--- src/rtl/multiword_add_pkg.sv ---
// rtl/multiword_add_pkg.sv - shared types and overflow rule for the multiword add sequencer
package multiword_add_pkg;

    typedef enum logic [1:0] {
        IDLE,
        RUN,
        DONE
    } add_state_t;

    // Signed overflow: operands agree in sign but the result does not.
    function automatic logic ovf_rule(input logic a_msb, input logic b_msb, input logic s_msb);
        return (a_msb == b_msb) && (s_msb != a_msb);
    endfunction

endpackage

--- src/rtl/multiword_add_ctrl_if.sv ---
// rtl/multiword_add_ctrl_if.sv - operand and result handshake bundle for multiword_add_ctrl
interface multiword_add_ctrl_if #(
    parameter int W = 8,
    parameter int K = 4
);
    logic             valid_i;
    logic             ready_o;
    logic [W*K-1:0]   a_i;
    logic [W*K-1:0]   b_i;
    logic             c_i;
    logic             sub_i;
    logic             valid_o;
    logic             ready_i;
    logic [W*K-1:0]   sum_o;
    logic             c_o;
    logic             ovf_o;

    modport master (
        output valid_i, a_i, b_i, c_i, sub_i, ready_i,
        input  ready_o, valid_o, sum_o, c_o, ovf_o
    );

    modport slave (
        input  valid_i, a_i, b_i, c_i, sub_i, ready_i,
        output ready_o, valid_o, sum_o, c_o, ovf_o
    );
endinterface

--- src/rtl/ripple_carry.sv ---
// rtl/ripple_carry.sv - N-bit ripple-carry adder built from a chain of full adders
module ripple_carry #(
    parameter int N = 8
) (
    input  logic [N-1:0] a,
    input  logic [N-1:0] b,
    input  logic         ci,
    output logic [N-1:0] s,
    output logic         co
);
    logic [N:0] c;

    always_comb begin
        c[0] = ci;
        for (int i = 0; i < N; i++) begin
            s[i]   = a[i] ^ b[i] ^ c[i];
            c[i+1] = (a[i] & b[i]) | (c[i] & (a[i] ^ b[i]));
        end
    end

    assign co = c[N];
endmodule

--- src/rtl/multiword_add_ctrl.sv ---
// rtl/multiword_add_ctrl.sv - word-serial N=W*K add/subtract around one shared W-bit adder
module multiword_add_ctrl
    import multiword_add_pkg::*;
#(
    parameter int W = 8,
    parameter int K = 4
) (
    input  logic                clk_i,
    input  logic                rst_i,
    multiword_add_ctrl_if.slave bus
);
    localparam int             N    = W * K;
    localparam int             CW   = $clog2(K);
    localparam logic [CW-1:0]  LAST = CW'(K - 1);

    add_state_t      state;
    logic [CW-1:0]   cnt;
    logic [N-1:0]    a_q;
    logic [N-1:0]    b_q;
    logic [N-1:0]    sum_q;
    logic            carry_q;
    logic            c_q;
    logic            ovf_q;
    logic            valid_q;

    logic [W-1:0]    a_w;
    logic [W-1:0]    b_w;
    logic [W-1:0]    s_w;
    logic            co_w;

    assign a_w = a_q[cnt*W +: W];
    assign b_w = b_q[cnt*W +: W];

    ripple_carry #(.N(W)) u_adder (
        .a  (a_w),
        .b  (b_w),
        .ci (carry_q),
        .s  (s_w),
        .co (co_w)
    );

    always_ff @(posedge clk_i) begin
        if (rst_i) begin
            state   <= IDLE;
            cnt     <= '0;
            a_q     <= '0;
            b_q     <= '0;
            sum_q   <= '0;
            carry_q <= 1'b0;
            c_q     <= 1'b0;
            ovf_q   <= 1'b0;
            valid_q <= 1'b0;
        end else begin
            case (state)
                IDLE: begin
                    if (bus.valid_i) begin
                        // Subtraction is A + ~B + 1; the +1 rides in on the carry register.
                        a_q     <= bus.a_i;
                        b_q     <= bus.sub_i ? ~bus.b_i : bus.b_i;
                        carry_q <= bus.sub_i ? 1'b1 : bus.c_i;
                        cnt     <= '0;
                        state   <= RUN;
                    end
                end
                RUN: begin
                    sum_q[cnt*W +: W] <= s_w;
                    carry_q           <= co_w;
                    if (cnt == LAST) begin
                        c_q     <= co_w;
                        ovf_q   <= ovf_rule(a_w[W-1], b_w[W-1], s_w[W-1]);
                        valid_q <= 1'b1;
                        state   <= DONE;
                    end else begin
                        cnt <= cnt + 1'b1;
                    end
                end
                DONE: begin
                    if (bus.ready_i) begin
                        valid_q <= 1'b0;
                        state   <= IDLE;
                    end
                end
                default: begin
                    valid_q <= 1'b0;
                    state   <= IDLE;
                end
            endcase
        end
    end

    assign bus.ready_o = (state == IDLE);
    assign bus.valid_o = valid_q;
    assign bus.sum_o   = sum_q;
    assign bus.c_o     = c_q;
    assign bus.ovf_o   = ovf_q;
endmodule
--- src/flat_wrapper.sv ---
// flat-port wrapper written by rule: the top's interface ports become plain ports
module multiword_add_ctrl_flat import multiword_add_pkg::*;
#(
    parameter int W = 8,
    parameter int K = 4
)
  (clk_i, rst_i, bus_valid_i, bus_a_i, bus_b_i, bus_c_i, bus_sub_i, bus_ready_i, bus_ready_o, bus_valid_o, bus_sum_o, bus_c_o, bus_ovf_o);
  multiword_add_ctrl_if #(.W(W), .K(K)) bus_i ();
  input  logic clk_i;
  input  logic rst_i;
  input wire logic [$bits(bus_i.valid_i)-1:0] bus_valid_i;
  input wire logic [$bits(bus_i.a_i)-1:0] bus_a_i;
  input wire logic [$bits(bus_i.b_i)-1:0] bus_b_i;
  input wire logic [$bits(bus_i.c_i)-1:0] bus_c_i;
  input wire logic [$bits(bus_i.sub_i)-1:0] bus_sub_i;
  input wire logic [$bits(bus_i.ready_i)-1:0] bus_ready_i;
  output wire logic [$bits(bus_i.ready_o)-1:0] bus_ready_o;
  output wire logic [$bits(bus_i.valid_o)-1:0] bus_valid_o;
  output wire logic [$bits(bus_i.sum_o)-1:0] bus_sum_o;
  output wire logic [$bits(bus_i.c_o)-1:0] bus_c_o;
  output wire logic [$bits(bus_i.ovf_o)-1:0] bus_ovf_o;
  assign bus_i.valid_i = bus_valid_i;
  assign bus_i.a_i = bus_a_i;
  assign bus_i.b_i = bus_b_i;
  assign bus_i.c_i = bus_c_i;
  assign bus_i.sub_i = bus_sub_i;
  assign bus_i.ready_i = bus_ready_i;
  assign bus_ready_o = bus_i.ready_o;
  assign bus_valid_o = bus_i.valid_o;
  assign bus_sum_o = bus_i.sum_o;
  assign bus_c_o = bus_i.c_o;
  assign bus_ovf_o = bus_i.ovf_o;
  multiword_add_ctrl #(.W(W), .K(K)) u_core (.clk_i(clk_i), .rst_i(rst_i), .bus(bus_i));
endmodule
--- config.mk ---
export PLATFORM = sky130hd
export DESIGN_NAME = multiword_add_ctrl_flat
export DESIGN_NICKNAME = d
export VERILOG_FILES = /design/src/rtl/multiword_add_pkg.sv /design/src/rtl/multiword_add_ctrl_if.sv /design/src/rtl/ripple_carry.sv /design/src/rtl/multiword_add_ctrl.sv /design/src/flat_wrapper.sv
export SDC_FILE = /design/constraint.sdc
export NUM_CORES = 1
export LEC_CHECK = 0
export CAP_MARGIN = 20
export CORE_MARGIN = 3
export CORE_UTILIZATION = 50
export CTS_BUF_LIST = sky130_fd_sc_hd__clkbuf_8
export DETAILED_ROUTE_END_ITERATION = 10
export GPL_TIMING_DRIVEN = 0
export PLACE_DENSITY = 0.89
export SYNTH_ARGS = -nofsm -noshare
export SYNTH_HDL_FRONTEND = slang
export SYNTH_HIERARCHICAL = 1
export SYNTH_SLANG_ARGS = --single-unit
--- constraint.sdc ---
create_clock -name clk_i -period 15.9 [get_ports clk_i]
set_input_delay 1.59 -clock clk_i [delete_from_list [all_inputs] [get_ports clk_i]]
set_output_delay 1.59 -clock clk_i [all_outputs]
set_load 0.005 [all_outputs]
==> Yosys cells after proc, flatten, opt, wreduce, memory -nomap -nowiden <==
Cells that the tools add are included.
{ "classes": {"shift": 4, "n_mux": 15, "add_sub_neg": 2, "n_mul": 0, "n_bitwise": 42, "n_div": 0, "n_lt_le_gt_ge": 0, "n_eq_ne": 9, "reduce_logical": 9} }
{ "op_table": {"columns": ["operator", "n"], "rows": [
  ["variable part select 32 x 6 -> 8 bit", 2],
  ["negator 5 -> 34 bit", 1],
  ["variable shift 8 x 34 -> 32 bit, first input constant", 1],
  ["variable part select 8 x 34 -> 32 bit", 1],
  ["bitwise mux 32 bit", 1],
  ["two-way mux 32 bit", 1],
  ["NOT 32 bit", 1],
  ["bitwise AND 1 bit", 16],
  ["bitwise XOR 1 bit", 16],
  ["two-way mux 2 bit", 5],
  ["AND reduction 3 bit", 3],
  ["OR 1 bit", 8],
  ["!= test 2 bit, second input constant", 3],
  ["one-hot mux 2 bit (3 select lines)", 1],
  ["AND reduction 2 bit", 3],
  ["== test 2 bit, second input constant", 2],
  ["two-way mux 1 bit", 4],
  ["one-hot mux 2 bit (2 select lines)", 1],
  ["one-hot mux 1 bit (3 select lines)", 1],
  ["adder 2 x 1 -> 2 bit, second input constant", 1],
  ["== test 2 x 1 -> 1 bit, second input constant", 1],
  ["logical NOT 2 bit", 1],
  ["!= test 2 x 1 -> 1 bit, second input constant", 1],
  ["one-hot mux 1 bit (2 select lines)", 1],
  ["other kinds (5)", 5]
]} }
{ "word_totals": {"rom_bits": 0, "elab_cells": 90, "ram_bits": 0, "n_memories": 0, "latchBits": 0, "regBits": 104, "inputBits": 70} }

==> Longest topological paths before layout <==
Gate-level depths: netlist of the first run.
{ "depth": {"depth_word": 19, "ltp_mapped": 17, "depth_no_buf": 15} }

==> Modules after synthesis <==
Netlist of the first run, hierarchy kept.
{ "modules_own_cells": {"columns": ["module", "seq_area_each_um2", "area_each_um2", "n_inst", "cells_each"], "rows": [
  ["multiword_add_ctrl", 2082.0, 4524.3, 1, 503],
  ["ripple_carry", 0.0, 197.7, 1, 18]
]} }

==> Worst setup path before layout of the first run <==
Ideal clock, no wire load.
{ "synth_path": {"path_kind": "flip-flop to flip-flop", "start": "reg u_core.cnt[0]", "end": "reg u_core.ovf_q, in the netlist u_core/bus.ovf_o", "path_slack_ps": 10579, "required_ps": 15812, "path_stages_with_launch": 18, "arrival_ps": 5233, "n_path_buf": 2, "path_cell_list": "dfxtp_1 -> buf_2 -> buf_2 -> mux4_2 -> fa_1 -> inv_1 -> fa_1 -> inv_1 -> fa_1 -> fa_1 -> fa_1 -> fa_1 -> fa_1 -> inv_1 -> fa_1 -> inv_1 -> or3b_1 -> a311oi_2"} }
{ "synth_between": {"elab_chain_len": 19, "word_cells_on_any_way": 37} }
{ "synth_rtl": {"columns": ["item", "line_no", "rtl"], "rows": [
  ["start, declared", "multiword_add_ctrl.sv:17", "logic [CW-1:0] cnt;"],
  ["start signal, assigned", "multiword_add_ctrl.sv:74", "cnt <= cnt + 1'b1;"],
  ["variable part select 32 x 6 -> 8 bit (*)", "multiword_add_ctrl.sv:31", "assign a_w = a_q[cnt*W +: W];"],
  ["named net u_core.a_w[0]", "multiword_add_ctrl.sv:26", "logic [W-1:0] a_w;"],
  ["bitwise XOR 1 bit", "ripple_carry.sv:17", "c[i+1] = (a[i] & b[i]) | (c[i] & (a[i] ^ b[i]));"],
  ["bitwise AND 1 bit", "ripple_carry.sv:17", null],
  ["OR 1 bit (*)", "ripple_carry.sv:17", null],
  ["bitwise AND 1 bit (*)", "ripple_carry.sv:17", null],
  ["OR 1 bit (*)", "ripple_carry.sv:17", null],
  ["bitwise AND 1 bit (*)", "ripple_carry.sv:17", null],
  ["[... 5 more ...]", null, null],
  ["bitwise AND 1 bit (*)", "ripple_carry.sv:17", null],
  ["OR 1 bit (*)", "ripple_carry.sv:17", null],
  ["bitwise AND 1 bit (*)", "ripple_carry.sv:17", null],
  ["OR 1 bit (*)", "ripple_carry.sv:17", null],
  ["bitwise XOR 1 bit (*)", "ripple_carry.sv:16", "s[i] = a[i] ^ b[i] ^ c[i];"],
  ["named net u_core.s_w[7]", "multiword_add_ctrl.sv:28", "logic [W-1:0] s_w;"],
  ["!= test 1 bit (*)", "multiword_add_pkg.sv:12", "return (a_msb == b_msb) && (s_msb != a_msb);"],
  ["logical AND 1 bit (*)", "multiword_add_pkg.sv:12", null],
  ["end signal, assigned", "multiword_add_ctrl.sv:70", "ovf_q <= ovf_rule(a_w[W-1], b_w[W-1], s_w[W-1]);"],
  ["end, declared", "multiword_add_ctrl.sv:23", "logic ovf_q;"]
]} }
Mark *: on every way through the listed nets, which the timed path passes. The rest lies on a longest branch.
A chain may end at the register's enable or synchronous reset.

==> Final worst setup path of the first run <==
Ends and elaborated chain as after synthesis.

==> results of run 1 <==
-- layout make-up --
cell class,instances,share of cell area [%]
plain buffers,44,3.01
clock buffers,10,2.25
clock inverters,6,1.37
inverters,13,0.799
multi-input cells,360,39.4
flip-flops and latches,104,34.1
well taps,108,2.21
repair buffers,103,16.9
-- where the power goes --
group	switching, mW	internal [mW]
clock network	0.0887	0.0922
registers	0.00782	0.274
logic	0.0547	0.0484
total	0.151	0.414
-- worst max-delay path by stage --
stage	depth (start not counted)	start	end	slack, ns
global route	17	u_core/cnt[0]	u_core/bus.ovf_o	9.71
global placement	17	u_core/cnt[0]	u_core/bus.ovf_o	10.08
finish	17	u_core/cnt[0]	u_core/bus.ovf_o	9.91
detailed placement	17	u_core/cnt[0]	u_core/bus.ovf_o	9.97
CTS	17	u_core/cnt[0]	u_core/bus.ovf_o	9.95
floorplan	17	u_core/cnt[0]	u_core/bus.ovf_o	10.58
-- worst register-to-register path, stage by stage, from the launching register on --
cell      delay (ns)
dfxtp_1         0.54
buf_2           0.39
buf_2           0.39
mux4_2          0.59
fa_1            0.42
inv_1           0.08
fa_1            0.15
inv_1           0.05
fa_1            0.38
fa_1            0.40
fa_1            0.41
fa_1            0.42
fa_1            0.38
inv_1           0.08
fa_1            0.40
inv_1           0.19
or3b_1          0.40
a311oi_2        0.25
-- registers in the layout, indices dropped and copies added (netlist names) --
register / flops
u_core/state: 2
u_core/bus.c_o: 1
u_core/b_q: 32
u_core/a_q: 32
u_core/bus.valid_o: 1
u_core/cnt: 2
u_core/carry_q: 1
u_core/bus.ovf_o: 1
u_core/bus.sum_o: 32
-- routing by layer --
metal | track usage, % | vias up | wire, um
li1 | - | 2001 | -
met1 | 30.9 | 1984 | 5100
met2 | 40.1 | 207 | 6040
met3 | 4.69 | 26 | 958
met4 | 7.37 | 0 | 237
met5 | 0 | - | 0
-- cells in the mapped netlist (3+ instances only) --
cell type    n
a21oi_1     67
mux4_2      13
nand3b_1     5
nand3_1     33
nor2_1      40
ha_1         6
buf_1        3
buf_2        9
a211oi_1    32
clkbuf_1    31
dfxtp_1    104
inv_1       13
and3b_1      5
mux4_1       3
or3b_1       3
fa_1         8
nand2_1     96
xnor2_1     32
-- cells by family after synthesis --
logic type,count (synthesis),share of synthesized area (%)
compound gates,103,13.0
fa+ha+maj,14,4.98
buf+inv,57,4.93
simple gates,193,18.8
mux,18,8.29
xor+xnor,32,5.94
flops,104,44.1
-- per-stage QoR --
step / total power [mW] / cells / utilization (%) / cell area (sq um) / hold slack, ns
floorplan: 0.345 / 521 / - / 4720 / 0.432
global placement: 0.385 / 732 / 65.9 / 5890 / 0.439
detailed placement: 0.389 / 732 / 65.9 / 5890 / 0.445
CTS: 0.566 / 748 / 68.4 / 6110 / 0.458
global route: 0.585 / 748 / 68.4 / 6110 / 0.479
finish: 0.566 / 748 / 68.4 / 6110 / 0.457
==> qor.yml, run 1 <==
die:
  die_h_um: 103
  start_util_pct: 52.9
  die_area_sq_mm: 0.0106
  dieWidth_um: 103
  io_pins: 106
  core_area_sq_mm: 0.00893
  rows: 34
critical_path:
  critPathLaunchType: "register"
  path_common_cell: "fa_1"
  cp-end-kind: "register"
  cp_top_family: "adder cells"
  critPathMaxStageDelay_ns: 0.59
  critPathBufInv: 6
  worstReg2RegStart: "u_core/cnt[0]"
  r2r_end: "u_core/bus.ovf_o"
  worstSetupPathType: "register to register"
  path_cells: "buf_2 -> buf_2 -> mux4_2 -> fa_1 -> inv_1 -> fa_1 -> inv_1 -> fa_1 -> fa_1 -> fa_1 -> fa_1 -> fa_1 -> inv_1 -> fa_1 -> inv_1 -> or3b_1 -> a311oi_2"
  critPathSlowestCell: "mux4_2"
  cp_data_arrival_time_ns: 6.26
  worstPathMaxFanout: 10
  ff2ff_path_depth: 17
  rrSetupSlack_ns: 9.91
  cp.required_ns: 16.18
yosys:
  synth_area_leaders: "dfxtp_1, nand2_1, a21oi_1"
  synth_top_area_share_pct: 44.1
  synth.avg_cell_area_sq_um: 9.06
  synth_warnings: 6
  yosys_register_bits: 104
  ys_types: 31
  ys_async_sr_fraction_pct: 0
  ys.flop_type: "dfxtp_1"
  netlist_instances: 521
  synth.net_count: 605
  synth_top_cell_by_area: "dfxtp_1"
  seq_area_frac_synth_pct: 44.1
  netlist_area_sq_mm: 0.00472
  synth_edf_count: 0
grt:
  antenna_found_initial: 0
  grt_start_max_net_pins: 17
  grt_pass1_vias: 4059
  overflow: 0
  grt_pass1_wl_um: 19500
  grt_use_total_pct: 23.8
hold_path:
  min_to: "u_core/bus.sum_o[27]"
  hold_path_class: "register to register"
  hp-start: "u_core/bus.sum_o[27]"
  hold_depth: 2
cells_and_area:
  drive_gt1_share_pct: 6.88
  area_delta_synth_final_pct: 29.4
  nFillCells: 671
  layout.nets: 719
  layout_commonest_cell: "dfxtp_1"
  multi_input_area_sq_mm: 0.00241
  final_cell_mix: "dfxtp_1, clkdlybuf4s50_1, nand2_1"
  diodes: 0
  seqCellArea_sq_mm: 0.00208
drt:
  drc_errors: 0
  routed_wl_um: 12300
  drtAntennaViolNets: 0
  via_per_inst: 5.64
  drtPass1Iterations: 5
  vias: 4218
  avgRoutedWirePerCell_um: 16.5
  drt_iter0_markers: 281
sta:
  final_hold_viol_count: 0
  setup_viol: 0
  fin_setup_tns_ns: 0
  tightest_slew_ns: 0.719
  fmax_ghz: 0.167
  fin_crit_ns: 5.99
  slew-limit-headroom_pct: 52.0
  timing.final.crit_share_pct: 37.7
  worst_clock_skew_ns: 0.00695
  rsz0062_at_grt: "false"
  fin_ws_ns: 9.91
  drv_slew: 0
power:
  vdd_drop_max_mv: 0.0404
  pwr_density_cell_mw_per_mm2: 92.6
  power.leakage_nw: 2.14
place:
  place_congestion: 0.876
  portBuffers: 103
  place_ws_ns: 9.97
  hpwl_um: 9290
clock_tree:
  root_buffer: "clkbuf_8"
  clock-sinks: 104
  ctsHoldBuffers: 0
  ctsResizeCount: 0
  clk_latency_ns: 0.36
  cts_htree_levels: 3
  clockBufferDepth: 2
  post_cts_buffers: 0
  cts_made_buffers: 9
  path_clk_slew_ns: 0.10
  cts_tree: "built"
run:
  maxCapViolCount: 0
status:
  status: "finished, final reports clean"
No activity file was read; power rests on OpenSTA's default activity.
==> run 2, diff against run 1 <==
Settings changed: CORE_UTILIZATION 50 to 47, PLACE_DENSITY 0.89 to 0.88.
Clock period 15.9 ns to 5.4 ns, I/O delays scaled along.
==> qor.yml, run 2 (synthesis results as in run 1) <==
status:
  status: "finished, final reports clean"
power:
  pwr-share-seq_pct: 49.9  # about the same
  vdd_drop_max_mv: 0.139  # +240%
  finalPower_mw: 1.67  # +190%
  p_sw_mw: 0.454  # +200%
  pwr_density_cell_mw_per_mm2: 271  # +190%
  p_comb_share_pct: 18.5  # +0.3 points
  power.leakage_nw: 2.14  # -0.18%
  p_clk_share_pct: 31.6  # -0.4 points
  p_int_mw: 1.21  # +190%
  p_sw_share_pct: 27.2  # +0.51 points
clock_tree:
  root_buffer: "clkbuf_8"
  path_clk_slew_ns: 0.10  # about the same
  cts_htree_levels: 3  # unchanged
  post_cts_buffers: 0  # unchanged
  clock-sinks: 104  # unchanged
  cts_tree: "built"
  ctsHoldBuffers: 0  # unchanged
  clk_latency_ns: 0.37  # about the same
  clockBufferDepth: 2  # unchanged
  cts_made_buffers: 9  # unchanged
sta:
  tightest_slew_ns: 0.655  # -0.0640 ns
  final_hold_viol_count: 0  # unchanged
  fmax_ghz: 0.191  # +15%
  timing.final.crit_share_pct: 96.7  # +59 points
  worst_clock_skew_ns: 0.0101  # +0.00312 ns
  fin_setup_tns_ns: 0  # unchanged
  rsz0062_at_grt: "false"
  fin_crit_ns: 5.22  # -0.764 ns
  setup_viol: 0  # unchanged
  drv_slew: 0  # unchanged
  slew-limit-headroom_pct: 56.2  # +4.3 points
grt:
  grt_start_max_net_pins: 20  # +3
  grt_pass1_vias: 4154  # +2.3%
  grt_pass1_wl_um: 20400  # +4.3%
  antenna_found_initial: 0  # unchanged
  grt_use_total_pct: 22.8  # -0.93 points
  overflow: 0  # unchanged
critical_path:
  worstPathMaxFanout: 19  # +9
  cp.required_ns: 5.69  # -10.49 ns
  rrSetupSlack_ns: 0.18  # -9.74 ns
  cp-end-kind: "register"
  path_common_cell: "fa_1"
  critPathSlowestCell: "mux4_2"
  path_cells: "buf_12 -> mux4_2 -> fa_1 -> inv_1 -> fa_1 -> inv_1 -> fa_1 -> fa_1 -> fa_1 -> fa_1 -> fa_1 -> inv_1 -> fa_1 -> inv_2 -> or3b_1 -> a311oi_2"
  worstReg2RegStart: "u_core/cnt[0]"
  worstSetupPathType: "register to register"
  critPathLaunchType: "register"
  ff2ff_path_depth: 16  # -1
  crit_end: "u_core/bus.ovf_o"
  critPathMaxStageDelay_ns: 0.55  # -0.04 ns
  cp_data_arrival_time_ns: 5.51  # -0.75 ns
  r2r_end: "u_core/bus.ovf_o"
  crit_path_start: "u_core/cnt[0]"
drt:
  routed.top_layer: "met4"
  drtPass1Iterations: 5  # unchanged
  drt_iter0_markers: 328  # +17%
  drc_errors: 0  # unchanged
  wl_met3_um: 883  # -7.8%
  via_per_inst: 5.51  # -2.3%
  vias: 4226  # +0.19%
  wl_met1_um: 5240  # +2.7%
  avgRoutedWirePerCell_um: 16.7  # +1.1%
  drtAntennaViolNets: 0  # unchanged
  routed_wl_um: 12800  # +3.7%
  wl_met2_um: 6240  # +3.3%
place:
  placed_cells: 753  # +2.9%
  hpwl_um: 9680  # +4.2%
  portBuffers: 103  # unchanged
  place_congestion: 0.879  # +0.42%
  dpl_cell_area_sq_mm: 0.00591  # +0.45%
cells_and_area:
  nFillCells: 762  # +14%
  layout.nets: 717  # -0.28%
  design_area_sq_mm: 0.00614  # +0.55%
  final_cell_mix: "clkdlybuf4s50_1, dfxtp_1, nand2_1"
  diodes: 0  # unchanged
  area_delta_synth_final_pct: 30.1
  drive_gt1_share_pct: 7.21  # +0.34 points
  stdcell_count: 767  # +2.5%
die:
  dieWidth_um: 106  # +3.0%
  core_area_sq_mm: 0.00950  # +6.4%
  die_h_um: 106  # +3.0%
  start_util_pct: 49.7  # -3.2 points
  rows: 35  # +2.9%
  die_area_sq_mm: 0.0113  # +6.0%
  io_pins: 106  # unchanged
run:
  maxCapViolCount: 0  # unchanged
hold_path:
  hold_path_class: "register to register"
==> run 2: worst min-delay path by stage <==
stage / cells past startpoint / from / slack, ns / end
after global placement: 2 / u_core/a_q[29] / 0.44 / u_core/a_q[29]
after CTS: 2 / u_core/bus.sum_o[24] / 0.46 / u_core/bus.sum_o[24]
after global routing: 2 / u_core/a_q[27] / 0.48 / u_core/a_q[27]
after floorplan: 2 / u_core/a_q[13] / 0.43 / u_core/a_q[13]
final: 2 / u_core/bus.sum_o[24] / 0.46 / u_core/bus.sum_o[24]
after detailed placement: 2 / u_core/bus.sum_o[24] / 0.45 / u_core/bus.sum_o[24]
==> run 2: layer usage <==
metal / vias up / GRT usage (%)
met1: 1968 / 29.4
met2: 211 / 37.5
met3: 40 / 3.46
li1: 2007 / -
met4: 0 / 11.2
met5: - / 0
==> run 2: power groups by stage <==
stage / Clock [mW] / Sequential [mW] / Combinational (mW)
after floorplan: 0 / 0.839 / 0.178
after global placement: 0 / 0.845 / 0.289
final: 0.527 / 0.832 / 0.308
after detailed placement: 0 / 0.848 / 0.300
after global routing: 0.564 / 0.835 / 0.330
after CTS: 0.532 / 0.831 / 0.301
==> run 2: what timing repair did <==
action | 4_1_cts | 5_1_grt
cloned | 0 | 0
resized for setup | 3 | 4
endpoints found under the setup margin | 5 | 1
hold endpoints to repair | 0 | 0
==> run 2: final cells by class <==
cell class	instances	area, sq um	area share [%]
buffer	42	190	3.10
clock buffer	9	124	2.02
clock inverter	7	95.1	1.55
inverter	13	48.8	0.794
multi-input combinational	360	2410	39.2
sequential	104	2090	34.0
tap	129	161	2.63
timing repair buffer	103	1030	16.8
==> run 2: critical path: cells and delay by family, from the launching register on <==
family | cells | cell delay [ns]
flip-flops | 1 | 0.43
AO/OA/AOI/OAI | 1 | 0.25
buffers and inverters | 5 | 0.55
multiplexers | 1 | 0.55
AND/OR/NAND/NOR | 1 | 0.39
adder cells (fa/ha/maj) | 8 | 2.96
==> run 2: per-stage QoR <==
stage / hold slack [ns] / setup WS (ns) / util [%]
2_1_floorplan: 0.432 / 0.0788 / -
3_3_place_gp: 0.441 / -0.414 / 62.2
3_5_place_dp: 0.446 / -0.502 / 62.2
4_1_cts: 0.459 / 0.0400 / 64.5
5_1_grt: 0.482 / 0.0295 / 64.6
6_report: 0.458 / 0.176 / 64.6
